==> config.mk <==
export PLATFORM = sky130hd
export DESIGN_NAME = match_ctrl_flat
export DESIGN_NICKNAME = d
export VERILOG_FILES = /design/src/rtl/match_ctrl_if.sv /design/src/rtl/match_ctrl.sv /design/src/flat_wrapper.sv
export SDC_FILE = /design/constraint.sdc
export NUM_CORES = 1
export LEC_CHECK = 0
export ABC_AREA = 1
export BUFFER_PORTS_ARGS = -buffer_cell sky130_fd_sc_hd__buf_2
export CAP_MARGIN = 20
export CELL_PAD_IN_SITES_DETAIL_PLACEMENT = 0
export CELL_PAD_IN_SITES_GLOBAL_PLACEMENT = 1
export CORE_ASPECT_RATIO = 1.1
export CORE_UTILIZATION = 42
export CTS_CLUSTER_DIAMETER = 150
export CTS_CLUSTER_SIZE = 14
export DETAILED_ROUTE_END_ITERATION = 12
export GPL_ROUTABILITY_DRIVEN = 0
export PLACE_DENSITY = 0.84
export SYNTH_ARGS = -nofsm -noshare
export SYNTH_HDL_FRONTEND = slang
export SYNTH_SLANG_ARGS = --single-unit
==> constraint.sdc <==
create_clock -name clock -period 2.6 [get_ports clock]
set_clock_uncertainty 0.15 [all_clocks]
set_input_delay 0.52 -clock clock [delete_from_list [all_inputs] [get_ports clock]]
set_output_delay 0.52 -clock clock [all_outputs]
set_load 0.01 [all_outputs]
==> src/rtl/match_ctrl_if.sv <==
// Player/game-core side signals of the Bulls and Cows match sequencer.
// The slave modport is the sequencer's view and the master modport is the driver's view.
interface match_ctrl_if;
   logic       enter_pulse;
   logic       p1_win;
   logic       p2_win;
   logic       game_rst;
   logic       game_en;
   logic       setter;
   logic [3:0] round;
   logic [2:0] p1_score;
   logic [2:0] p2_score;
   logic       match_over;
   logic [1:0] match_winner;
   logic [1:0] state_dbg;

   modport slave (
      input  enter_pulse, p1_win, p2_win,
      output game_rst, game_en, setter, round, p1_score, p2_score,
             match_over, match_winner, state_dbg
   );

   modport master (
      output enter_pulse, p1_win, p2_win,
      input  game_rst, game_en, setter, round, p1_score, p2_score,
             match_over, match_winner, state_dbg
   );
endinterface

==> src/rtl/match_ctrl.sv <==
// Match-level sequencer: starts matches, parks the game core in reset between rounds,
// alternates the secret setter and counts round wins up to WIN_TARGET.
module match_ctrl #(
   parameter int WIN_TARGET   = 3,
   parameter int INTER_CYCLES = 200_000_000,
   parameter int TMR_W        = 28
) (
   input  logic          clock,
   input  logic          reset,
   match_ctrl_if.slave   bus
);

   typedef enum logic [1:0] {
      IDLE  = 2'b00,
      PLAY  = 2'b01,
      INTER = 2'b10,
      DONE  = 2'b11
   } state_t;

   state_t           r_state;
   state_t           w_nextState;
   logic             r_setter;
   logic [3:0]       r_round;
   logic [2:0]       r_p1Score;
   logic [2:0]       r_p2Score;
   logic [1:0]       r_winner;
   logic [TMR_W-1:0] r_timer;

   logic w_p1Only;
   logic w_p2Only;
   logic w_draw;
   logic w_p1Hit;
   logic w_p2Hit;
   logic w_interEnd;

   assign w_p1Only   = bus.p1_win & ~bus.p2_win;
   assign w_p2Only   = bus.p2_win & ~bus.p1_win;
   assign w_draw     = bus.p1_win & bus.p2_win;
   assign w_p1Hit    = (r_p1Score + 3'd1) == 3'(WIN_TARGET);
   assign w_p2Hit    = (r_p2Score + 3'd1) == 3'(WIN_TARGET);
   assign w_interEnd = (r_timer == '0) | bus.enter_pulse;

   always_ff @(posedge clock) begin
      if (reset) r_state <= IDLE;
      else       r_state <= w_nextState;
   end

   always_comb begin
      w_nextState = r_state;
      unique case (r_state)
         IDLE:  if (bus.enter_pulse) w_nextState = PLAY;
         PLAY: begin
            if ((w_p1Only && w_p1Hit) || (w_p2Only && w_p2Hit)) w_nextState = DONE;
            else if (bus.p1_win || bus.p2_win)                   w_nextState = INTER;
         end
         INTER: if (w_interEnd) w_nextState = PLAY;
         DONE:  if (bus.enter_pulse) w_nextState = IDLE;
         default: w_nextState = IDLE;
      endcase
   end

   // Datapath follows the same transitions as the state register; a simultaneous
   // timer expiry and skip press is just one INTER->PLAY transition.
   always_ff @(posedge clock) begin
      if (reset) begin
         r_setter  <= 1'b0;
         r_round   <= 4'd0;
         r_p1Score <= 3'd0;
         r_p2Score <= 3'd0;
         r_winner  <= 2'b00;
         r_timer   <= '0;
      end else begin
         unique case (r_state)
            IDLE: if (bus.enter_pulse) r_round <= 4'd1;
            PLAY: begin
               if (w_p1Only) begin
                  r_p1Score <= r_p1Score + 3'd1;
                  if (w_p1Hit) r_winner <= 2'b01;
                  else         r_timer  <= TMR_W'(INTER_CYCLES - 1);
               end else if (w_p2Only) begin
                  r_p2Score <= r_p2Score + 3'd1;
                  if (w_p2Hit) r_winner <= 2'b10;
                  else         r_timer  <= TMR_W'(INTER_CYCLES - 1);
               end else if (w_draw) begin
                  r_timer <= TMR_W'(INTER_CYCLES - 1);
               end
            end
            INTER: begin
               if (w_interEnd) begin
                  r_setter <= ~r_setter;
                  r_round  <= (r_round == 4'd15) ? 4'd15 : r_round + 4'd1;
               end else begin
                  r_timer <= r_timer - 1'b1;
               end
            end
            DONE: begin
               if (bus.enter_pulse) begin
                  r_setter  <= 1'b0;
                  r_round   <= 4'd0;
                  r_p1Score <= 3'd0;
                  r_p2Score <= 3'd0;
                  r_winner  <= 2'b00;
               end
            end
            default: ;
         endcase
      end
   end

   always_comb begin
      bus.game_rst     = (r_state != PLAY);
      bus.game_en      = (r_state == PLAY);
      bus.match_over   = (r_state == DONE);
      bus.state_dbg    = r_state;
      bus.setter       = r_setter;
      bus.round        = r_round;
      bus.p1_score     = r_p1Score;
      bus.p2_score     = r_p2Score;
      bus.match_winner = r_winner;
   end

endmodule

==> src/flat_wrapper.sv <==
// flat-port wrapper written by rule: the top's interface ports become plain ports
module match_ctrl_flat 
#(
   parameter int WIN_TARGET   = 3,
   parameter int INTER_CYCLES = 200_000_000,
   parameter int TMR_W        = 28
)
  (clock, reset, bus_enter_pulse, bus_p1_win, bus_p2_win, bus_game_rst, bus_game_en, bus_setter, bus_round, bus_p1_score, bus_p2_score, bus_match_over, bus_match_winner, bus_state_dbg);
  match_ctrl_if bus_i ();
  input  logic clock;
  input  logic reset;
  input wire logic [$bits(bus_i.enter_pulse)-1:0] bus_enter_pulse;
  input wire logic [$bits(bus_i.p1_win)-1:0] bus_p1_win;
  input wire logic [$bits(bus_i.p2_win)-1:0] bus_p2_win;
  output wire logic [$bits(bus_i.game_rst)-1:0] bus_game_rst;
  output wire logic [$bits(bus_i.game_en)-1:0] bus_game_en;
  output wire logic [$bits(bus_i.setter)-1:0] bus_setter;
  output wire logic [$bits(bus_i.round)-1:0] bus_round;
  output wire logic [$bits(bus_i.p1_score)-1:0] bus_p1_score;
  output wire logic [$bits(bus_i.p2_score)-1:0] bus_p2_score;
  output wire logic [$bits(bus_i.match_over)-1:0] bus_match_over;
  output wire logic [$bits(bus_i.match_winner)-1:0] bus_match_winner;
  output wire logic [$bits(bus_i.state_dbg)-1:0] bus_state_dbg;
  assign bus_i.enter_pulse = bus_enter_pulse;
  assign bus_i.p1_win = bus_p1_win;
  assign bus_i.p2_win = bus_p2_win;
  assign bus_game_rst = bus_i.game_rst;
  assign bus_game_en = bus_i.game_en;
  assign bus_setter = bus_i.setter;
  assign bus_round = bus_i.round;
  assign bus_p1_score = bus_i.p1_score;
  assign bus_p2_score = bus_i.p2_score;
  assign bus_match_over = bus_i.match_over;
  assign bus_match_winner = bus_i.match_winner;
  assign bus_state_dbg = bus_i.state_dbg;
  match_ctrl #(.WIN_TARGET(WIN_TARGET), .INTER_CYCLES(INTER_CYCLES), .TMR_W(TMR_W)) u_core (.clock(clock), .reset(reset), .bus(bus_i));
endmodule
; After elaboration in Yosys (flattened, before gate mapping)
; Cells that the tools add are included.
[classes]
n_mux = 32
bitwise_logic = 7
n_eq_ne = 21
addsub = 4
n_reduce_logical = 17
[ops]
columns = op, n
row1 = $mux 28, 6
row2 = $pmux 28 s2, 1
row3 = $logic_not 28->1, 1
row4 = $sub 28x1->28 const B, 1
row5 = $mux 2, 9
row6 = $mux 4, 4
row7 = $mux 3, 4
row8 = $pmux 3 s2, 2
row9 = $pmux 4 s3, 1
row10 = $reduce_and 4->1, 3
row11 = $reduce_and 5->1, 2
row12 = $ne 3x1->1 const B, 3
row13 = $ne 2x1->1 const B, 4
row14 = $ne 2x2->1 const B, 4
row15 = $pmux 2 s4, 1
row16 = $add 3x1->3 const B, 2
row17 = $eq 3x2->1 const B, 2
row18 = $ne 3x3->1 const B, 2
row19 = $reduce_and 3->1, 2
row20 = $reduce_bool 2->1, 3
row21 = $add 4x1->4 const B, 1
row22 = $eq 2x2->1 const B, 2
row23 = $eq 4x4->1 const B, 1
row24 = $ne 4x1->1 const B, 1
row25 = 12 further kinds, 19
[word_totals]
regBits = 43
out_inout_bits = 18
elab_cells = 88
inputBits = 5

; Logic depth before layout (Yosys ltp)
[logic_depth]
word_depth = 6
depth_mapped = 14
ltp_nobuf = 13

; Worst setup path after synthesis
; Ideal clock, no wire load.
[synth_path]
kind = reg-to-reg
start = register u_core.r_state[1] (netlist: u_core.bus.state_dbg[1])
end = register u_core.r_timer[14]
required_ns = 2.379
setup_slack_ns = 0.605
n_path_buf = 1
setup_ns = 0.071
arrival_time_ns = 1.775
path_stages_with_launch = 11
path_cell_list = dfxtp_1 -> inv_1 -> ha_1 -> inv_1 -> nor2_1 -> nand2_1 -> nand2_1 -> inv_1 -> buf_1 -> nand3_1 -> a21oi_1
[synth_between]
elab_chain_len = 3
elab_cells_between_ends = 9
cone_classes = eq/ne (6) / mux (1) / reduce/logical (2)
[synth_lines]
columns = item, line
row1 = from (decl), match_ctrl.sv:20  ; state_t r_state;
row2 = from (signal assigned), match_ctrl.sv:45  ; else r_state <= w_nextState;
row3 = $eq 2x1->1 *, -
row4 = via bus_game_en, flat_wrapper.sv:16  ; output wire logic [$bits(bus_i.game_en)-1:0] bus_game_en;
row5 = "$ne 4x1->1 (no source line), or another cell as far along", -
row6 = $reduce_and 5->1 (no source line), -
row7 = to (signal assigned), match_ctrl.sv:79  ; else r_timer <= TMR_W'(INTER_CYCLES - 1);
row8 = to (signal assigned), match_ctrl.sv:83  ; else r_timer <= TMR_W'(INTER_CYCLES - 1);
row9 = to (signal assigned), match_ctrl.sv:85  ; r_timer <= TMR_W'(INTER_CYCLES - 1);
row10 = to (decl), match_ctrl.sv:27  ; logic [TMR_W-1:0] r_timer;
; The timed path passes the listed nets; every way through them passes the cells marked *.
; A chain may end at the register's enable or synchronous reset.

; Worst setup path in the final report
[layout_path]
start = register u_core.r_state[1] (netlist: u_core.bus.state_dbg[1])
end = register u_core.r_timer[10]
[layout_between]
elab_chain_len = 3
elab_cells_between_ends = 9
cone_classes = eq/ne (6) / mux (1) / reduce/logical (2)
[layout_lines]
columns = item, line
row1 = $eq 2x1->1 / $eq 2x2->1 (equally long branches), match_ctrl.sv:73  ; unique case (r_state)
row2 = "$ne 4x1->1 (no source line), or another cell as far along", -
row3 = $reduce_and 5->1 (no source line), -
; Parallel ways exist; a longest one is shown, timed or not.

==> flow_metrics.py <==
metrics = {
    "status": {
        "status": "finished clean",
    },
    "synth": {
        "synth_area_um2": 3030,
        "synth.area.top_cells": "dfxtp_1 28%, nand2_1 17%, nand3_1 11%",
        "synthCells": 499,
        "synthFlopType": "dfxtp_1",
        "yosys_warnings": 0,
        "synth_fp_nets": 520,
        "synth_area_per_cell_um2": 6.06,
        "synth-seq-cells": 43,
        "yosysTopAreaCell": "dfxtp_1",
        "ys_top_cells_by_count": "134 x nand2_1, 75 x nor2_1, 65 x nand3_1",
        "yosys.area.top_type_share_pct": 28.5,
        "synth_most_common_cell": "nand2_1",
        "synth.distinct_cells": 33,
        "async_flop_share_pct": 0,
        "synth_edf_count": 0,
        "yosysSeqAreaShare_pct": 28.5,
    },
    "floorplan": {
        "core_area_um2": 7010,
        "num_rows": 32,
        "io_pins": 23,
        "die-area_um2": 7550,
        "die_h_um": 91.0,
        "die_x_um": 82.9,
        "initial_core_util_pct": 43.2,
    },
    "timing": {
        "relSlewSlack_pct": 60.3,
        "drv_slew": 0,
        "period_minus_slack_ns": 2.12,
        "hold_violations": 0,
        "setup_viol": 0,
        "finalSetupTns_ns": 0,
        "worst_pin_slew_ns": 0.593,
        "post-route-period-util_pct": 81.6,
        "max_freq_ghz": 0.471,
        "rsz0062_at_grt": "no",
    },
    "power_and_ir_drop": {
        "vdd_drop_max_mv": 0.626,
        "p_leak_uw": 0.00157,
        "pwr_density_cell_nw_per_um2": 1300,
    },
    "critical_path": {
        "worst_setup_path_start_kind": "flop",
        "worstPathRequired_ns": 2.68,
        "critical_path_arrival_ns": 2.20,
        "crit_type": "flop to flop",
        "end_kind": "flop",
        "crit_fanout": 27,
    },
    "routing": {
        "topRoutingLayerUsed": "met4",
        "vias": 3068,
        "drt_iter0_markers": 159,
        "drt_pass1_iterations": 4,
        "ant_nets": 0,
        "met3_length_um": 296,
        "met2_length_um": 3570,
        "totalWireLength_um": 7650,
        "met1Wirelength_um": 3660,
        "post-route-drc-count": 0,
        "wl_per_cell_um": 12.7,
        "via_per_inst": 5.08,
    },
    "cts": {
        "cts-resized-gates": 0,
        "clock_latency_ns": 0.30,
        "cts_made_buffers": 5,
        "clock_path_buffers": 2,
        "post-cts-setup-buffer-count": 0,
        "ctsHoldBuffers": 0,
        "cts_sinks": 43,
        "htreeDepth": 2,
        "clkTransAtPathRegs_ns": 0.09,
        "root_buffer": "clkbuf_8",
        "cts_tree": "built",
    },
    "layout": {
        "multi_input_area_um2": 1850,
        "drive_gt1_share_pct": 9.83,
        "seqCellArea_um2": 861,
        "antenna_cells": 0,
        "fillers": 731,
        "area_growth_syn_to_layout_pct": 9.64,
        "nNetsFinal": 539,
        "fin_util_pct": 47.3,
    },
    "global_route": {
        "overflow": 0,
        "grt_pass1_vias": 2872,
        "grt_use_total_pct": 21.1,
        "grt_max_degree": 28,
        "grt_pass1_wl_um": 13200,
        "antenna_found_initial": 0,
    },
    "place": {
        "place_hpwl_um": 5470,
        "io_buffers": 22,
    },
    "run": {
        "maxCapViolations": 0,
    },
    "hold_path": {
        "hold_path.class": "flop to flop",
    },
}
## cell usage in the layout, fill, tap and decap left out, types with 5 or more instances in the layout
cell type    n
buf_2       22
nor2_2       5
nand3_1     65
inv_1       62
buf_4        5
nand2_1    134
nor2_1      75
dfxtp_1     43
a21oi_1     31
nand4_1     11
clkbuf_8     5
o21ai_0     13
ha_1        16
## path summary, 6_finish.rpt
check	startpoint	to	slack, ns	cells past startpoint
max reg2reg	u_core.bus.state_dbg[1]	u_core.r_timer[10]	0.48	10
max	u_core.bus.state_dbg[1]	u_core.r_timer[10]	0.48	10
min	u_core.bus.match_winner[0]	u_core.bus.match_winner[0]	0.30	2
min reg2reg	u_core.bus.match_winner[0]	u_core.bus.match_winner[0]	0.30	2
## layer usage
layer / up-vias / track usage [%]
met4: 0 / 6.18
met1: 1369 / 26.1
met5: - / 0
li1: 1633 / -
met2: 58 / 37.6
met3: 8 / 3.27
## state kept, by name (all words and copies together), names as in the netlist
register,cells
u_core.bus.match_winner,2
u_core.r_timer,28
u_core.bus.setter,1
u_core.bus.state_dbg,2
u_core.bus.p1_score,3
u_core.bus.round,4
u_core.bus.p2_score,3
## through the flow
step                      setup slack, ns  hold slack, ns  power, uW  cell area (um2)  cells
after global routing                0.234           0.337       4800             3320    604
final                               0.478           0.296       4320             3320    604
after floorplan                     0.605           0.303       3150             3030    499
after detailed placement            0.377           0.285       3780             3200    596
after CTS                           0.468           0.300       4340             3320    604
after global placement              0.428           0.279       3750             3200    596
## cells by family after synthesis
| kind of cell | share of synthesized area [%] |
|---|---|
| AOI/OAI and AO/OA | 10.5 |
| xor gates and xnor gates | 0.290 |
| adders and majority gates | 6.62 |
| buffers and inverters | 10.3 |
| DFF | 28.5 |
| and+or+nand+nor | 43.8 |
## area by class of cell
type                    instances  area share [%]
clock inverters                 3            1.32
inverters                      63            7.13
well taps                      85            3.21
clock buffers                   5            2.07
flip-flops and latches         43            26.0
repair buffers                 27            4.45
multi-input cells             378            55.9
## report_power, final
part | switching [uW] | internal, uW
clock network | 254 | 287
registers | 216 | 871
logic | 1800 | 893
## critical path, cell delays in order, from the launching register on
cell     delay [ns]
dfxtp_1        0.35
inv_1          0.13
ha_1           0.29
inv_1          0.14
nor2_1         0.21
nand2_1        0.08
nand2_1        0.10
inv_1          0.08
nand2_4        0.26
nand2_1        0.09
a21oi_1        0.15
Note: power is estimated with default switching activity, not from simulation.
